===== src/rtl/fp_norm_round_pack.sv =====
// fp_norm_round_pack: normalizes a raw significand sum and rounds it to nearest-even.
// It then packs the result as an IEEE-754 single. The datapath is a 2-stage valid/ready pipeline.
// Subnormals are not produced; underflow flushes to a signed zero.
module fp_norm_round_pack #(
    parameter int unsigned SIG_WIDTH = 23,
    parameter int unsigned EXP_WIDTH = 8,
    parameter int unsigned BIAS      = 127
) (
    input  logic                           clk,
    input  logic                           rst,
    input  logic                           in_valid,
    output logic                           in_ready,
    input  logic                           in_sign,
    input  logic [EXP_WIDTH+1:0]           in_exp,
    input  logic [2*SIG_WIDTH+2:0]         in_sum,
    input  logic [5:0]                     in_norm_amt,
    input  logic                           in_right_shift,
    output logic                           out_valid,
    input  logic                           out_ready,
    output logic [EXP_WIDTH+SIG_WIDTH:0]   out_result,
    output logic                           out_overflow,
    output logic                           out_underflow,
    output logic                           out_inexact,
    output logic                           out_zero
);

    localparam int unsigned SUM_W = 2 * SIG_WIDTH + 3;          // raw sum incl. carry bit
    localparam int unsigned M_W   = SUM_W - 1;                  // normalized significand, 1.0 at MSB
    localparam int unsigned F_W   = M_W - 1;                    // bits below the hidden one
    localparam int unsigned IE_W  = EXP_WIDTH + 2;              // incoming exponent width
    localparam int unsigned E_W   = EXP_WIDTH + 3;              // internal signed exponent width
    localparam int unsigned RES_W = 1 + EXP_WIDTH + SIG_WIDTH;
    localparam int unsigned G_IDX = F_W - 1 - SIG_WIDTH;        // guard bit position

    // Exponent code reserved for infinity, and the smallest normal exponent code.
    localparam logic signed [E_W-1:0] EXP_INF = E_W'(2 * BIAS + 1);
    localparam logic signed [E_W-1:0] EXP_MIN = E_W'(1);

    // Stage 1 registers
    logic                   s1_valid_q;
    logic                   s1_sign_q,   s1_sign_d;
    logic signed [E_W-1:0]  s1_exp_q,    s1_exp_d;
    logic [F_W-1:0]         s1_mant_q,   s1_mant_d;
    logic                   s1_sticky_q, s1_sticky_d;
    logic                   s1_zero_q,   s1_zero_d;

    // Output registers
    logic                   out_valid_q;
    logic [RES_W-1:0]       out_result_q,    out_result_d;
    logic                   out_overflow_q,  out_overflow_d;
    logic                   out_underflow_q, out_underflow_d;
    logic                   out_inexact_q,   out_inexact_d;
    logic                   out_zero_q,      out_zero_d;

    // Round stage intermediates
    logic signed [E_W-1:0]  in_exp_ext;
    logic [SIG_WIDTH-1:0]   frac;
    logic                   guard;
    logic                   sticky;
    logic                   round_up;
    logic [SIG_WIDTH:0]     frac_rnd;
    logic signed [E_W-1:0]  exp_rnd;

    logic                   s2_advance;

    // Output stage moves when empty or drained; input stage moves when empty or stage 2 moves.
    assign s2_advance = !out_valid_q || out_ready;
    assign in_ready   = !s1_valid_q || s2_advance;

    assign in_exp_ext = {{(E_W - IE_W){in_exp[IE_W-1]}}, in_exp};

    // Normalize: either undo the carry with a right shift or left-shift the leading one to the top.
    always_comb begin
        s1_sign_d   = in_sign;
        s1_zero_d   = (in_sum == '0);
        s1_mant_d   = '0;
        s1_exp_d    = in_exp_ext;
        s1_sticky_d = 1'b0;
        if (in_right_shift) begin
            s1_mant_d   = in_sum[M_W-1:1];
            s1_exp_d    = in_exp_ext + E_W'(1);
            s1_sticky_d = in_sum[0];
        end else begin
            s1_mant_d   = F_W'(in_sum[M_W-1:0] << in_norm_amt);
            s1_exp_d    = in_exp_ext - E_W'(in_norm_amt);
        end
    end

    // Round to nearest-even, then classify against the post-rounding exponent and pack.
    always_comb begin
        frac     = s1_mant_q[F_W-1 -: SIG_WIDTH];
        guard    = s1_mant_q[G_IDX];
        sticky   = (|s1_mant_q[G_IDX-1:0]) | s1_sticky_q;
        round_up = guard & (sticky | frac[0]);
        frac_rnd = {1'b0, frac} + (SIG_WIDTH + 1)'(round_up);
        exp_rnd  = s1_exp_q + E_W'(frac_rnd[SIG_WIDTH]);

        out_result_d    = {s1_sign_q, exp_rnd[EXP_WIDTH-1:0], frac_rnd[SIG_WIDTH-1:0]};
        out_overflow_d  = 1'b0;
        out_underflow_d = 1'b0;
        out_inexact_d   = guard | sticky;
        out_zero_d      = 1'b0;

        if (s1_zero_q) begin
            out_result_d  = {s1_sign_q, (RES_W - 1)'(0)};
            out_inexact_d = 1'b0;
            out_zero_d    = 1'b1;
        end else if (exp_rnd >= EXP_INF) begin
            out_result_d   = {s1_sign_q, {EXP_WIDTH{1'b1}}, SIG_WIDTH'(0)};
            out_overflow_d = 1'b1;
            out_inexact_d  = 1'b1;
        end else if (exp_rnd < EXP_MIN) begin
            out_result_d    = {s1_sign_q, (RES_W - 1)'(0)};
            out_underflow_d = 1'b1;
            out_inexact_d   = 1'b1;
            out_zero_d      = 1'b1;
        end
    end

    // Pipeline registers; reset drops anything in flight.
    always_ff @(posedge clk) begin
        if (rst) begin
            s1_valid_q      <= 1'b0;
            s1_sign_q       <= 1'b0;
            s1_exp_q        <= '0;
            s1_mant_q       <= '0;
            s1_sticky_q     <= 1'b0;
            s1_zero_q       <= 1'b0;
            out_valid_q     <= 1'b0;
            out_result_q    <= '0;
            out_overflow_q  <= 1'b0;
            out_underflow_q <= 1'b0;
            out_inexact_q   <= 1'b0;
            out_zero_q      <= 1'b0;
        end else begin
            if (in_ready) begin
                s1_valid_q <= in_valid;
                if (in_valid) begin
                    s1_sign_q   <= s1_sign_d;
                    s1_exp_q    <= s1_exp_d;
                    s1_mant_q   <= s1_mant_d;
                    s1_sticky_q <= s1_sticky_d;
                    s1_zero_q   <= s1_zero_d;
                end
            end
            if (s2_advance) begin
                out_valid_q <= s1_valid_q;
                if (s1_valid_q) begin
                    out_result_q    <= out_result_d;
                    out_overflow_q  <= out_overflow_d;
                    out_underflow_q <= out_underflow_d;
                    out_inexact_q   <= out_inexact_d;
                    out_zero_q      <= out_zero_d;
                end
            end
        end
    end

    assign out_valid     = out_valid_q;
    assign out_result    = out_result_q;
    assign out_overflow  = out_overflow_q;
    assign out_underflow = out_underflow_q;
    assign out_inexact   = out_inexact_q;
    assign out_zero      = out_zero_q;

endmodule

===== config.mk =====
export PLATFORM = sky130hd
export DESIGN_NAME = fp_norm_round_pack
export DESIGN_NICKNAME = d
export VERILOG_FILES = /design/src/rtl/fp_norm_round_pack.sv
export SDC_FILE = /design/constraint.sdc
export NUM_CORES = 1
export LEC_CHECK = 0
export ABC_AREA = 1
export BUFFER_PORTS_ARGS = -buffer_cell sky130_fd_sc_hd__buf_4
export CAP_MARGIN = 10
export CORE_MARGIN = 10
export CORE_UTILIZATION = 47
export DETAILED_ROUTE_END_ITERATION = 7
export MAX_ROUTING_LAYER = met4
export PLACE_DENSITY_LB_ADDON = 0.05
export SLEW_MARGIN = 20
export SYNTH_ARGS = -nofsm -noshare
export SYNTH_HDL_FRONTEND = slang
export SYNTH_SLANG_ARGS = --single-unit

===== constraint.sdc =====
create_clock -name clk -period 3.1 [get_ports clk]
set_input_delay 0.775 -clock clk [delete_from_list [all_inputs] [get_ports clk]]
set_output_delay 0.775 -clock clk [all_outputs]
set_load 0.005 [all_outputs]

# Word-level counts from Yosys, hierarchy flattened
# Cells that the tools add are included.
[totals]
in_bits = 71
regBits = 99
[classes]
n_bitwise = 4
mux = 15
n_lt_le_gt_ge = 2
n_shift = 1
n_reduce_logical = 8
add_sub_neg = 4
[ops]
columns = ["cell", "n"]
rows = [
  ["$mux W31", 3],
  ["$logic_not A49 Y1", 1],
  ["$shl A48 B6 Y47", 1],
  ["$mux W47", 1],
  ["$add A23 B1 Y24", 1],
  ["$reduce_or A23 Y1", 1],
  ["$add A10 B2 Y11 const B", 1],
  ["$add A11 B1 Y11", 1],
  ["$ge A11 B9 Y1 const B", 1],
  ["$lt A11 B2 Y1 const B", 1],
  ["$mux W11", 1],
  ["$sub A10 B7 Y11", 1],
  ["$mux W1", 10],
  ["$reduce_and A2 Y1", 2],
  ["$or A1 B1 Y1", 3],
  ["$logic_not A1 Y1", 2],
  ["$logic_or A1 B1 Y1", 2],
  ["$and A1 B1 Y1", 1],
]

# Logic depth before layout (Yosys ltp)
# Gate-level depths: netlist (run 1).
[depth]
word_depth = 10
mapped_depth = 21
ltp_nobuf = 21

# Least setup slack after synthesis (run 1)
# OpenSTA, ideal clock, no wires.
[synth_timing]
path_kind = "input port to flip-flop"
from = "input in_norm_amt[0]"
to = "register s1_exp_q[8]"
setup_ns = 0.115
cell_stages = 17
setup_slack_ns = 0.044
arrival_time_ns = 2.941
n_path_buf = 3
cell_sequence = "clkbuf_1 inv_1 buf_2 buf_2 ha_1 nand2_1 nor2_1 nor2_1 nor3_1 ha_1 nand2_1 o21ai_0 a21oi_1 o21ai_0 xor2_1 o21ai_0 inv_1"
[synth_between]
elab_chain_cells = 2
[synth_lines]
columns = ["item", "line_no", "rtl"]
rows = [
  ["start, declared", "16", "input logic [5:0] in_norm_amt,"],
  ["$sub A10 B7 Y11", "85", "s1_exp_d = in_exp_ext - E_W'(in_norm_amt);"],
  ["$mux W11", "79", "if (in_right_shift) begin"],
  ["end signal, assigned", "140", "s1_exp_q <= s1_exp_d;"],
  ["end, declared", "42", "logic signed [E_W-1:0] s1_exp_q, s1_exp_d;"],
]
# Every way passes these cells.
# A chain may end at the register's enable or synchronous reset.

# Final worst setup path (run 1)
[layout_timing]
from = "register s1_mant_q[23]"
to = "register out_result_q[0], in the netlist out_result[0]"
[layout_between]
elab_chain_cells = 7
elab_cells_between_ends = 8
cone_classes = "add/sub (2); order compare (2); mux (3); bitwise (1)"
[layout_lines]
columns = ["item", "line_no", "rtl"]
rows = [
  ["start, declared", "43", "logic [F_W-1:0] s1_mant_q, s1_mant_d;"],
  ["start signal, assigned", "141", "s1_mant_q <= s1_mant_d;"],
  ["$and A1 B1 Y1 (*)", "94", "round_up = guard & (sticky | frac[0]);"],
  ["$add A23 B1 Y24 (*)", "95", "frac_rnd = {1'b0, frac} + (SIG_WIDTH + 1)'(round_up);"],
  ["$add A11 B1 Y11", "96", "exp_rnd = s1_exp_q + E_W'(frac_rnd[SIG_WIDTH]);"],
  ["$lt A11 B2 Y1", "112", "end else if (exp_rnd < EXP_MIN) begin"],
  ["$mux W31", "112", ""],
  ["$mux W31 (*)", "108", "end else if (exp_rnd >= EXP_INF) begin"],
  ["$mux W31 (*)", "104", "if (s1_zero_q) begin"],
  ["end signal, assigned", "149", "out_result_q <= out_result_d;"],
  ["end, declared", "49", "logic [RES_W-1:0] out_result_q, out_result_d;"],
]
# Every way passes the cells marked *; elsewhere a longest branch is shown, timed or not.

==> results_dict.tcl, run 1 <==
set metrics [dict create \
    ys_ff_latch 99 \
    synth_cell_types 47 \
    outcome "finished, final reports clean" \
    maxCapViolCount 0 \
    fin_crit_sh_pct 97.36 \
    max-clock-path-buffers 2 \
    route.met3.wl_mm 2.830 \
    cts_made_buffers 9 \
    cp-end-kind "flop" \
    drtAntennaViolNets 0 \
    first_iter_violations 1048 \
    wl_met1_mm 14.04 \
    yosysMostFrequentCell "nand3_1" \
    cts_sinks 99 \
    synth_cells 1400 \
    power_density_nw_per_um2 387.5 \
    fillers 1762 \
    leakage_nw 4.451 \
    dr_wl_met2_mm 14.56 \
    fmax_mhz 331.3 \
    hold_viol 0 \
    synth_commonest_cells "348 x nand3_1, 308 x nand2_1, 127 x nor2_1" \
    synthSimpleGateAreaFrac_pct 48.18 \
    synthToLayoutAreaGrowth_pct 21.35 \
    period_minus_slack_ns 3.018 \
    drive_gt1_share_pct 17.88 \
    dr.max_layer_used "met4" \
    arrival_ns 3.31 \
    clk_latency_ns 0.37 \
    firstDrtPassIters 8 \
    fin_util_pct 58.21 \
    synth_edf_count 0 \
    worstSetupPathType "reg2reg" \
    cts_tree "built" \
    multiInputGateArea_um2 5698 \
    htreeDepth 3 \
    final_nets 1597 \
    num_antenna_cells 0 \
    synthAdderAreaFrac_pct 2.353 \
    intPower_mw 2.478 \
    vdd_drop_max_v 0.0003673 \
    fin_hold_ws_ns 0.4677 \
    wl_per_cell_um 18.62 \
    tns_ns 0 \
    die_x_um 152.9 \
    path_clk_slew_ns 0.08 \
    vias 10350 \
    rsz0062_at_grt "true" \
    die_h_um 152.9 \
    io_buffers 108 \
    ys.flop_type "dfxtp_1" \
    worstPathRequired_ns 3.39 \
    swShare_pct 36.49 \
    finalWirelength_mm 32.42 \
    synth_top_area_cell "dfxtp_1" \
    skew_ns 0.01868 \
    grt_max_degree 74 \
    async_reset_ff_share_pct 0 \
    synth-compound-area-share_pct 14.58 \
    dp_hpwl_mm 24.62 \
    die_area_um2 23370 \
    p_switching_mw 1.424 \
    synth_top_area_share_pct 23.89 \
    start_util_pct 47.97 \
    ys_top_cells_by_area "dfxtp_1 24%, nand3_1 21%, nand2_1 14%" \
    relSlewSlack_pct 54.89 \
    drcViolationCount 0 \
    grt_pass1_vias 9408 \
    seq_area_um2 1987 \
    grt_use_total_pct 26.97 \
    p_clk_share_pct 31.7 \
    comb_power_share_pct 32.1 \
    cts_root_buffer "clkbuf_16" \
    vias_per_cell 5.944 \
    ys_seq_area_share_pct 23.89 \
    synth_nets 1486 \
    io_pins 109 \
    grt_overflow 0 \
    yosysWarnings 0 \
    total_power_mw 3.902 \
    slew_viol_final 0 \
    rows 48 \
    crit_fanout 11 \
    syn-cell-area_um2 8297 \
    seqPwrFrac_pct 36.2 \
    avgSynthCellArea_um2 5.926 \
    gp_congestion 1.016 \
    synth_top_family_by_area "simple AND/OR/NAND/NOR gates" \
    core_um2 17300 \
    finalSetupViolations 0 \
    grt_pass1_wl_mm 50.75 \
    start_kind "flop" \
    hold_class "reg2reg" \
    synth_xor_area_share_pct 2.126 \
    muxShareOfSynthArea_pct 0 \
    antenna_found_initial 0 \
    max_slew.worst_pin.slew_ns 0.6704 \
]
## path summary, 6_finish.rpt
kind                                            startpoint                         end  slack, ns  cells past startpoint
worst max-delay path            s1_mant_q[23]$_SDFFE_PP0P_  out_result[0]$_SDFFE_PP0P_       0.08                     21
worst min register to register   out_overflow$_SDFFE_PP0P_   out_overflow$_SDFFE_PP0P_       0.47                      2
worst max register to register  s1_mant_q[23]$_SDFFE_PP0P_  out_result[0]$_SDFFE_PP0P_       0.08                     21
worst min-delay path             out_overflow$_SDFFE_PP0P_   out_overflow$_SDFFE_PP0P_       0.47                      2
## placed cells by master, fill, tap and decap left out, drive strengths merged
cell      count
o2111ai       1
o211ai        8
o21a          1
and2          4
or2           1
nand3b        2
o21bai        1
o221a         1
nor2        133
clkinv        6
nand4        29
fa            1
clkbuf       10
xor2         12
a31o          1
dfxtp        99
inv          94
ha           14
bufinv        1
nor4          9
buf         184
a21oi       124
clkinvlp      1
nor3         14
a221oi        3
o22ai         1
o21ai        67
xnor2         6
a21o          1
nand3       361
a31oi        11
nand2       315
## cell type report
| type | count | share of cell area, % |
|---|---|---|
| sequential | 99 | 19.73 |
| tap | 225 | 2.796 |
| clock buffer | 10 | 2.374 |
| timing repair buffer | 184 | 14.09 |
| inverter | 96 | 3.641 |
| clock inverter | 6 | 0.7705 |
| multi-input combinational | 1121 | 56.59 |
## timing repair
item                       4_1_cts  5_1_grt
setup endpoints to repair        7       35
gates cloned                     0        2
hold buffers                     0        0
pin swaps                        0       11
resized for setup                1       29
buffers inserted                 0        3
## cell families after synthesis
logic type | Yosys count
and+or+nand+nor | 866
AOI/OAI and AO/OA | 220
buffers and inverters | 182
DFF | 99
xor gates and xnor gates | 18
adders and majority gates | 15
## state kept, by name, indices dropped and copies added (netlist names)
signal / cells
out_overflow: 1
out_zero: 1
out_result: 32
s1_sign_q: 1
out_inexact: 1
out_underflow: 1
s1_valid_q: 1
s1_exp_q: 11
s1_mant_q: 47
out_valid: 1
s1_sticky_q: 1
s1_zero_q: 1
## metrics by stage
stage | cells | instance area [um2] | setup WS (ns)
CTS | 1736 | 9918 | 0.03059
global route | 1741 | 10070 | -0.1503
global placement | 1720 | 9593 | 0.09273
floorplan | 1400 | 8297 | 0.04390
finish | 1741 | 10070 | 0.08198
detailed placement | 1720 | 9593 | 0.02038
## power by group through the flow
stage                     Combinational [mW]  Sequential, mW  Clock [mW]
after floorplan                        0.754            1.43           0
after global placement                  1.19            1.44           0
after detailed placement                1.19            1.44           0
after CTS                               1.20            1.41        1.25
after global routing                    1.38            1.42        1.30
final                                   1.25            1.41        1.24
## critical path, stage by stage, from the launching register on
cell and delay (ns):
dfxtp_2 0.35, nand2_2 0.07, nor2_4 0.11, nand4_1 0.13
nor3_2 0.19, nand3_1 0.12, nor3_2 0.12, nand4_1 0.11
nor2_1 0.11, buf_4 0.16, ha_4 0.15, nand2_4 0.06
nor2_4 0.14, nand2_4 0.08, clkinv_2 0.06, nand2_4 0.05
xor2_4 0.18, buf_4 0.16, nor3_4 0.20, buf_12 0.17
nand3_1 0.08, a21oi_1 0.15
## metal layers
layer | vias to the layer above | track usage, %
met1 | 4772 | 34.82
li1 | 5011 | -
met4 | 0 | 9.355
met2 | 493 | 41.09
met3 | 72 | 5.471
met5 | - | -
Power figures use the tool's default switching activity.
==> run 2, diff against run 1 <==
Settings changed: CORE_ASPECT_RATIO set to 2.
==> results_dict.tcl, run 2 (synthesized netlist as in run 1, its figures left out) <==
set metrics [dict create \
    skew_ns 0.01152 \
    seq_area_um2 1987 \
    synthToLayoutAreaGrowth_pct 20.92 \
    maxCapViolCount 0 \
    drcViolationCount 0 \
    rsz0062_at_grt "true" \
    design_area_um2 10030 \
    crit-reg2reg-launch "s1_mant_q[23]$_SDFFE_PP0P_" \
    rrSetupSlack_ns 0.10 \
    dp_hpwl_mm 28.46 \
    core_um2 17270 \
    die_area_um2 23690 \
    finalWirelength_mm 36.48 \
    gp_congestion 1.057 \
    worstSetupPathType "reg2reg" \
    die_x_um 114.0 \
    die_h_um 207.9 \
    wl_per_cell_um 21.10 \
    start_kind "flop" \
    vias_per_cell 6.110 \
    rows 68 \
    num_antenna_cells 0 \
    period_minus_slack_ns 2.999 \
    worstHoldEndpoint "out_overflow$_SDFFE_PP0P_" \
    io_buffers 108 \
    start_util_pct 48.04 \
    worstPathRequired_ns 3.32 \
    hold_depth 2 \
    io_pins 109 \
    htreeDepth 3 \
    cts_sinks 99 \
    place_ws_ns -0.04218 \
    hold_viol 0 \
    final_common_cell "nand3_1" \
    vdd_drop_max_v 0.0002465 \
    grt_pass1_vias 10450 \
    cts_root_buffer "clkbuf_16" \
    total_power_mw 3.757 \
    first_iter_violations 925 \
    outcome "finished, final reports clean" \
    cts_tree "built" \
    arrival_ns 3.22 \
    firstDrtPassIters 5 \
    hold_class "reg2reg" \
    antenna_found_initial 0 \
    max-clock-path-buffers 2 \
    vias 10570 \
    slew_viol_final 0 \
    top_register "s1_mant_q" \
    crit_fanout 11 \
    path_clk_slew_ns 0.07 \
    grt_max_degree 74 \
    grt_overflow 0 \
    fmax_mhz 333.4 \
    max_slew.worst_pin.slew_ns 0.6382 \
    finalSetupViolations 0 \
    final_nets 1600 \
    r2r_cells 21 \
    place_area_um2 9619 \
    hp-start "out_overflow$_SDFFE_PP0P_" \
    leakage_nw 4.459 \
    fin_hold_ws_ns 0.4659 \
    timing.rr.end "out_result[0]$_SDFFE_PP0P_" \
    cts_made_buffers 9 \
    grt_use_total_pct 30.32 \
    relSlewSlack_pct 57.45 \
    fin_ws_ns 0.1006 \
    grt_pass1_wl_mm 55.65 \
    final_cell_mix "344 x nand3_1, 302 x nand2_1, 183 x buf_4" \
    power_density_nw_per_um2 374.5 \
    multiInputGateArea_um2 5665 \
    largest_reg_flops 47 \
    fin_crit_sh_pct 96.76 \
    clk_latency_ns 0.35 \
    ctsHoldBuffers 0 \
    drtAntennaViolNets 0 \
    drive_gt1_share_pct 17.84 \
    fillers 1817 \
    cp-end-kind "flop" \
]
## run 2: final cells by class
cell class                 instances  area share, %
sequential                        99          19.81
timing repair buffer             189          14.80
multi-input combinational       1119          56.47
inverter                          96          3.604
clock inverter                     6         0.4116
clock buffer                      10          2.282
tap                              210          2.619
## run 2: where the power goes
group          internal, mW  switching (mW)
sequential             1.35          0.0585
clock                 0.545           0.511
combinational         0.462           0.825
## run 2: routing by layer
| layer | vias up | share of wire, % | wire length (um) | GRT usage, % |
|---|---|---|---|---|
| li1 | 5009 | - | - | - |
| met1 | 4847 | 33 | 11870 | 27.53 |
| met2 | 507 | 52 | 19100 | 53.84 |
| met3 | 202 | 5.6 | 2041 | 4.840 |
| met4 | 0 | 9.5 | 3476 | 23.86 |
| met5 | - | 0 | 0 | - |
## run 2: critical path: stages (launching register included)
cell and delay (ns):
dfxtp_2 0.34, nand2_2 0.07, nor2_4 0.11, nand4_1 0.13
nor3_2 0.13, buf_4 0.15, nand3_2 0.06, nor3_2 0.12
nand4_1 0.12, nor2_2 0.14, ha_2 0.23, nand2_2 0.09
nand2_1 0.15, nand3_1 0.09, nor2_1 0.13, nand3_2 0.10
nor2_4 0.22, buf_4 0.16, nor3_4 0.04, buf_12 0.15
nand3_1 0.08, a21oi_2 0.05
## run 2: how the worst max path moves through the flow
| stage | cells past startpoint | slack [ns] | end | from |
|---|---|---|---|---|
| after floorplan | 17 | 0.04 | s1_exp_q[8]$_SDFFE_PP0P_ | in_norm_amt[0] |
| after global placement | 21 | 0.04 | out_result[15]$_SDFFE_PP0P_ | s1_mant_q[26]$_SDFFE_PP0P_ |
| after detailed placement | 21 | -0.04 | out_result[15]$_SDFFE_PP0P_ | s1_mant_q[25]$_SDFFE_PP0P_ |
| after CTS | 21 | 0.02 | out_result[11]$_SDFFE_PP0P_ | s1_mant_q[26]$_SDFFE_PP0P_ |
| after global routing | 22 | -0.12 | out_result[7]$_SDFFE_PP0P_ | s1_mant_q[23]$_SDFFE_PP0P_ |
| final | 21 | 0.10 | out_result[0]$_SDFFE_PP0P_ | s1_mant_q[23]$_SDFFE_PP0P_ |
## run 2: stage by stage
| stage | instances | utilization, % | TNS, ns |
|---|---|---|---|
| global placement | 1706 | 55.69 | 0 |
| finish | 1729 | 58.08 | 0 |
| global route | 1729 | 58.08 | -1.823 |
| CTS | 1723 | 57.35 | 0 |
| detailed placement | 1706 | 55.69 | -0.5646 |
| floorplan | 1400 | - | 0 |
## run 2: repair_timing
item | in CTS | in global routing
resized for setup | 2 | 24
setup buffers | 1 | 6
pin swaps | 0 | 5
endpoints found under the setup margin | 27 | 34
